File: config.mk
export PLATFORM = sky130hd
export DESIGN_NAME = sync_fifo_flags
export DESIGN_NICKNAME = d
export VERILOG_FILES = /design/src/rtl/sync_fifo_flags.sv
export SDC_FILE = /design/constraint.sdc
export NUM_CORES = 1
export LEC_CHECK = 0
export CAP_MARGIN = 20
export CORE_MARGIN = 4
export CORE_UTILIZATION = 64
export DETAILED_ROUTE_END_ITERATION = 12
export PLACE_DENSITY = 0.82
export SYNTH_ARGS = -nofsm -noshare
export SYNTH_HDL_FRONTEND = slang
export SYNTH_SLANG_ARGS = --single-unit
File: constraint.sdc
create_clock -name clk -period 7.4 [get_ports clk]
set_clock_uncertainty 0.2 [all_clocks]
set_input_delay 1.48 -clock clk [delete_from_list [all_inputs] [get_ports clk]]
set_output_delay 1.48 -clock clk [all_outputs]
set_load 0.005 [all_outputs]
File: src/rtl/sync_fifo_flags.sv
// sync_fifo_flags: synchronous FIFO with registered occupancy flags; define SYNC_FIFO_FWFT_EN for first-word-fall-through output
module sync_fifo_flags #(
   parameter int WIDTH     = 8,
   parameter int DEPTH     = 16,
   parameter int AFULL_TH  = DEPTH - 2,
   parameter int AEMPTY_TH = 2
) (
   input  logic                     clk,
   input  logic                     reset_n,
   input  logic                     w_en,
   input  logic [WIDTH-1:0]         din,
   input  logic                     r_en,
   output logic [WIDTH-1:0]         dout,
   output logic                     valid,
   output logic                     full,
   output logic                     empty,
   output logic                     almost_full,
   output logic                     almost_empty,
   output logic [$clog2(DEPTH):0]   count,
   output logic                     overflow,
   output logic                     underflow
);
   localparam int AW = $clog2(DEPTH);
   localparam logic [AW:0] AF = (AW+1)'(AFULL_TH);
   localparam logic [AW:0] AE = (AW+1)'(AEMPTY_TH);
   logic [WIDTH-1:0] mem [DEPTH];
   logic [AW:0] w_ptr, r_ptr;
   logic wr_ok, rd_ok;
   assign full         = (w_ptr ^ r_ptr) == {1'b1, {AW{1'b0}}};
   assign empty        = w_ptr == r_ptr;
   assign almost_full  = count >= AF;
   assign almost_empty = count <= AE;
   assign wr_ok        = w_en && !full;
   assign rd_ok        = r_en && !empty;
   // pointers, occupancy and rejected-request pulses
   always_ff @(posedge clk) begin
      if (!reset_n) begin
         w_ptr     <= '0;
         r_ptr     <= '0;
         count     <= '0;
         overflow  <= 1'b0;
         underflow <= 1'b0;
      end else begin
         if (wr_ok) w_ptr <= w_ptr + 1'b1;
         if (rd_ok) r_ptr <= r_ptr + 1'b1;
         if (wr_ok != rd_ok) count <= wr_ok ? count + 1'b1 : count - 1'b1;
         overflow  <= w_en && full;
         underflow <= r_en && empty;
      end
   end
   // storage is never cleared; writes are blocked while in reset
   always_ff @(posedge clk) begin
      if (reset_n && wr_ok) mem[w_ptr[AW-1:0]] <= din;
   end
`ifdef SYNC_FIFO_FWFT_EN
   // head of the queue is always presented while non-empty
   always_comb begin
      dout  = mem[r_ptr[AW-1:0]];
      valid = !empty;
   end
`else
   // registered read port: word appears the cycle after an accepted read
   always_ff @(posedge clk) begin
      if (!reset_n) begin
         dout  <= '0;
         valid <= 1'b0;
      end else begin
         valid <= rd_ok;
         if (rd_ok) dout <= mem[r_ptr[AW-1:0]];
      end
   end
`endif
endmodule

==> results of run 1 <==
cell usage after synthesis (2+ instances only):
master,n
a21oi_1,4
o2111ai_1,2
buf_1,2
xnor2_1,5
nand3_1,5
o31ai_1,2
o211ai_1,2
nand2b_1,5
o21a_1,2
buf_2,7
and3_1,3
mux2i_1,10
xnor2_2,4
mux4_2,32
ha_1,9
a22o_1,16
edfxtp_1,128
and2_1,4
nor4_1,4
o22ai_1,8
dfxtp_1,26
nor2_1,24
buf_6,2
or3b_1,2
clkbuf_1,8
inv_1,9
nand2_1,24
nor2b_1,4
buf_4,3
per-stage QoR:
step / util / total power, mW / hold slack (ps) / cells
2_1_floorplan: - / 1.25 / 263 / 374
3_3_place_gp: 0.697 / 1.36 / 259 / 523
3_5_place_dp: 0.697 / 1.37 / 261 / 523
4_1_cts: 0.753 / 2.17 / 273 / 555
5_1_grt: 0.753 / 2.25 / 300 / 555
6_report: 0.753 / 2.17 / 276 / 555
registers in the layout, summed over array words and instances, names as in the netlist:
register / cells
mem: 128
underflow: 1
valid: 1
dout: 8
count: 5
overflow: 1
w_ptr: 5
r_ptr: 5
where the power goes:
| group | internal (mW) | total [mW] | leakage, nW | switching, mW |
|---|---|---|---|---|
| Sequential | 0.966 | 0.989 | 1.37 | 0.0234 |
| Clock | 0.487 | 0.812 | 0.261 | 0.325 |
| Combinational | 0.188 | 0.364 | 0.790 | 0.176 |
| Total | 1.64 | 2.17 | 2.42 | 0.524 |
cell type report:
class / count / share of cell area
tap: 133 / 0.0227
inverter: 9 / 0.00461
sequential: 154 / 0.596
multi-input combinational: 189 / 0.252
clock inverter: 8 / 0.0133
clock buffer: 24 / 0.0615
timing repair buffer: 38 / 0.0495
cell families (layout without fill, tap and decap cells):
family,after synthesis,after routing
XOR/XNOR,10,10
AO/OA/AOI/OAI,44,44
AND/OR/NAND/NOR,82,82
buffers and inverters,31,79
flip-flops,154,154
adder cells (fa/ha/maj),10,10
multiplexers,43,43
worst max-delay path: stages (launching register included):
cell and delay (ps):
dfxtp_1 310, buf_4 430, xnor2_2 190, nand4_4 170, nor2_1 160, clkdlybuf4s50_1 520
how the worst max path moves through the flow:
stage / from / end / cells past startpoint
2_1_floorplan: reset_n / mem[0][0] / 3
3_3_place_gp: w_en / mem[6][4] / 4
3_5_place_dp: w_en / mem[6][6] / 4
4_1_cts: r_ptr[1] / full / 5
5_1_grt: r_ptr[1] / full / 5
6_report: r_ptr[1] / full / 5
layer usage:
metal | up-vias | GRT usage | routed length, um
li1 | 1534 | - | -
met1 | 1781 | 0.353 | 5500
met2 | 194 | 0.418 | 6850
met3 | 29 | 0.0546 | 996
met4 | 0 | 0.0875 | 302
met5 | - | 0 | 0
==> results.md, run 1 <==
* Status: finished, final reports clean
* Clk buf depth at 2
* Drt first pass iters at 7
* Most frequent cells in the layout: edfxtp_1 (128), mux4_2 (32), clkdlybuf4s50_1 (31)
* # resized after CTS at 0
* Sequential cell area at 4370 um2
* Area of the multi-input gates at 1850 um2
* Worst r2r path cells at 10
* Min Clock Period, post-route at 4000 ps
* Crit path launch type: register
* Hold Path Stages at 2
* WL per Instance at 24.6 um
* Unique masters post-synth at 47
* Post-DP Area at 6780 um2
* RR Endpoint: count[4]
* Setup Fix Bufs, Post-CTS at 0
* Syn Nets at 396
* Chip height at 108 um
* Final-report hold violation count at 0
* Mux contribution to synthesized area at 0.131
* Die area at 11,600 um2
* Avg Cell Area, Syn at 17.0 um2
* CP Class: register to output pin
* YS warnings at 0
* Most common cell after layout, fill and taps aside: edfxtp_1
* Chip width at 108 um
* Tcrit/Tclk final at 0.541
* Post-DP HPWL at 7.94 mm
* Clk slew on worst S/H paths at 60 ps
* Clock Sinks at 154
* Async S/R FF share, synth at 0
* H-tree depth at 4
* R2R Setup Slk at 4100 ps
* Pre-CTS setup slack at 3430 ps
* Share of cells above drive strength 1 at 0.180
* Synth area leaders: edfxtp_1 (60%), mux4_2 (11%), dfxtp_1 (8.2%), a22o_1 (2.2%), ha_1 (1.8%)
* Synthesized area at 6360 um2
* Nets at 431
* Gate Count Post-Synth at 374
* Synth top area share at 0.604
* Fillcell total at 578
* Post-synth EDFFs at 128
* Final worst setup slack at 3400 ps
* DRC at 0
* Final TNS setup at 0 ps
* Post-synthesis compound-gate area fraction at 0.0541
* Clock Latency Late Sink at 520 ps
* Vias per cell at 6.37
* CTS tree: built
* P per Cell Area at 296 nW/um2
* Post-Route WL at 13.6 mm
* Largest net degree at the start of global routing at 39
* Pleak at 2.42 nW
* CTS buffer count at 17
* WHS Endpoint: dout[0]
* Synthesis-to-finish area growth at 15.1%
* Xor and xnor fraction of the mapped netlist area at 0.0185
* Slew Viols, Final at 0
* First-pass GRT wire length at 21.1 mm
* Antenna Nets Post-Route at 0
* Via count at 3,538
* Num ports at 32
* Endpoint class of the critical path: output pin
* Starting Density at 0.654
* Num rows at 36
* Number of synthesized register bits at 154
* Antenna Cells at 0
* Worst-Margin Slew at 793 ps
* Core area at 9730 um2
* Total grt overflow at 0
* Max-Cap Viols at 0
* Max VDD drop at 0.182 mV
* Max Fanout on Critical Path at 36
* Number of DRC markers in iteration 0 at 364
* Global placement routability congestion at 0.849
* Top FF cell, synth: edfxtp_1
* RSZ-0062 raised after global routing: no
* Sequential share of the synthesized area at 0.686
* Root Buffer: clkbuf_8
* Worst path required time at 5720 ps
* Largest family of logic cells by synthesized area: multiplexers
* Vias in the first global route at 3,540
* R2r startpoint: r_ptr[1]
* Initial antenna violation count at 0
* Hold Crit Start: dout[0]
* Setup violations, final at 0
* Adder-cell share of the synthesized area at 0.0208
* Hold-fix buffers at CTS at 0
* Highest Clock Rate at 0.250 GHz
* Final instance area at 7330 um2
* Worst hold path class: register to register
* Arrival @ worst endpoint at 2320 ps
* Tightest slew margin relative to the limit at 0.471
* Simple-Gate Fraction of Synth Area at 0.0659
* IO buf count at 31
* GRT Util Overall at 0.258
* Synth area leader: edfxtp_1
No activity file was read; power rests on OpenSTA's default activity.
==> inputs of run 2 (changes only) <==
--- a/config.mk
+++ b/config.mk
@@ -7,9 +7,9 @@
 export LEC_CHECK = 0
 export CAP_MARGIN = 20
 export CORE_MARGIN = 4
-export CORE_UTILIZATION = 64
+export CORE_UTILIZATION = 54
 export DETAILED_ROUTE_END_ITERATION = 12
-export PLACE_DENSITY = 0.82
+export PLACE_DENSITY = 0.74
 export SYNTH_ARGS = -nofsm -noshare
 export SYNTH_HDL_FRONTEND = slang
 export SYNTH_SLANG_ARGS = --single-unit
==> constraint.sdc (replaced) <==
create_clock -name clk -period 3.3 [get_ports clk]
set_clock_uncertainty 0.2 [all_clocks]
set_input_delay 0.66 -clock clk [delete_from_list [all_inputs] [get_ports clk]]
set_output_delay 0.66 -clock clk [all_outputs]
set_load 0.005 [all_outputs]
==> run 2 against run 1 <==
Net effect: wire length down 6.9%; register-to-register slack worse by 3600 ps; critical endpoint unchanged; worst setup slack worse by 3000 ps; hold slack worse by 4.6 ps; first-iteration DRC count down 30%; cell area up 1.5%; die area up 17%; sequential cell count unchanged; core utilization down 10 points; highest routed layer unchanged; clock power up 120%.
==> results.md, run 2 (same netlist as run 1, synthesis figures left out) <==
* R2R Setup Slk at 490 ps
* Min Clock Period, post-route at 2890 ps
* Max VDD drop at 0.517 mV
* Vias in the first global route at 3,361
* Antenna Nets Post-Route at 0
* CP bufs+invs at 1
* WHS Endpoint: dout[4]
* Arrival @ worst endpoint at 2030 ps
* P per Cell Area at 648 nW/um2
* Final TNS setup at 0 ps
* WL per Instance at 22.0 um
* Vias per cell at 5.87
* Chip width at 117 um
* Worst r2r path cells at 9
* P_int at 3.68 mW
* Hold-fix buffers at CTS at 0
* Max reg flops at 128
* Drt first pass iters at 4
* Max Fanout on Critical Path at 11
* Sequential share of power at 0.460
* Number of DRC markers in iteration 0 at 256
* H-tree depth at 4
* Chip height at 117 um
* RSZ-0062 raised after global routing: no
* Pre-CTS setup slack at 445 ps
* Synthesis-to-finish area growth at 16.9%
* Global placement routability congestion at 0.831
* Worst hold path class: register to register
* Slew Viols, Final at 0
* Worst path required time at 2440 ps
* Setup violations, final at 0
* Post-DP HPWL at 8.20 mm
* Crit. Startpoint: w_ptr[2]
* Endpoint class of the critical path: output pin
* Starting Density at 0.555
* Initial antenna violation count at 0
* Max-Cap Viols at 0
* CTS buffer count at 17
* Clk slew on worst S/H paths at 60 ps
* Root Buffer: clkbuf_16
* Clk buf depth at 2
* CP max stage cell: dfxtp_1
* Hold Path Stages at 2
* Switching power at 1.14 mW
* Cell Chain, Critical Path: xnor2_2 -> nand4_4 -> nor2_1 -> clkdlybuf4s50_1
* GRT Util Overall at 0.203
* Crit path launch type: register
* Status: finished, final reports clean
* Num rows at 39
* Most frequent cells in the layout: edfxtp_1 (128), mux4_2 (32), clkdlybuf4s50_1 (31)
* Num ports at 32
* Switching Share at 0.236
* Final worst setup slack at 408 ps
* Largest net degree at the start of global routing at 36
* Die area at 13,600 um2
* Most common cell after layout, fill and taps aside: edfxtp_1
* Worst-Margin Slew at 713 ps
* Post-Route WL at 12.7 mm
* Clock Sinks at 154
* Hold Crit Start: dout[4]
* Comb power frac at 0.166
* Setup Fix Bufs, Post-CTS at 0
* Highest Clock Rate at 0.346 GHz
* Share of cells above drive strength 1 at 0.205
* IO buf count at 31
* Core area at 11,500 um2
* CP Class: register to output pin
* DRC at 0
* Pleak at 2.49 nW
* Largest stage delay, worst path at 550 ps
* Clock Latency Late Sink at 420 ps
* CTS tree: built
* Via count at 3,393
* Antenna Cells at 0
* Tightest slew margin relative to the limit at 0.523
* Total grt overflow at 0
* First-pass GRT wire length at 19.4 mm
* Final core utilization at 0.649
* # resized after CTS at 0
* RR Endpoint: count[4]
* Tcrit/Tclk final at 0.876
* R2r startpoint: w_ptr[2]
* Nets at 445
* Clock Power Share at 0.373
* Final-report hold violation count at 0
* Delay-heaviest family, CP: flip-flops
-- run 2: changes by cell type in the layout (fill, tap and decap cells not counted) --
| cell | change |
|---|---|
| clkinv_2 | +1 |
| clkinvlp_4 | -1 |
| clkinv_1 | +2 |
| clkbuf_16 | +1 |
| clkbuf_8 | -2 |
| buf_4 | +14 |
| clkbuf_1 | -2 |
-- run 2: layout make-up --
| class | instances | area (um2) |
|---|---|---|
| Sequential cell | 154 | 4370 |
| Fill cell | 807 | 4030 |
| Multi-Input combinational cell | 189 | 1850 |
| Timing Repair Buffer | 52 | 468 |
| Clock buffer | 21 | 440 |
| Tap cell | 143 | 179 |
| Clock inverter | 10 | 103 |
| Inverter | 9 | 33.8 |
-- run 2: stage by stage --
step | power, mW | area (um2) | instances | hold slack (ps)
floorplan | 2.80 | 6360 | 374 | 263
global placement | 3.05 | 6900 | 547 | 259
detailed placement | 3.07 | 6900 | 547 | 262
CTS | 4.86 | 7440 | 578 | 274
global route | 5.01 | 7440 | 578 | 290
finish | 4.82 | 7440 | 578 | 272
-- run 2: worst min-delay path: cells and delay by family, from the launching register on --
kind	cells	cell delay, ps
DFF	1	310
and+or+nand+nor	1	50
AOI/OAI and AO/OA	1	60
-- run 2: how the worst max path moves through the flow --
stage	slack [ps]	depth (start not counted)	end
after floorplan	700	4	mem[0][0]
after CTS	390	4	full
after detailed placement	440	8	count[4]
final	410	4	full
after global routing	250	9	count[4]
after global placement	480	8	count[4]
-- run 2: layer usage --
metal  up-vias  wire, um  GRT usage
met2       121      6170      0.301
met4         0       278     0.0849
met1      1693      5320      0.289
met3        18       937     0.0544
met5         -         0          0
li1       1561         -          -
-- run 2: power groups by stage --
stage | clock [mW] | combinational [mW] | sequential [mW]
floorplan | 0 | 0.548 | 2.25
global placement | 0 | 0.794 | 2.26
detailed placement | 0 | 0.812 | 2.26
CTS | 1.83 | 0.816 | 2.22
global route | 1.91 | 0.875 | 2.23
finish | 1.80 | 0.802 | 2.22
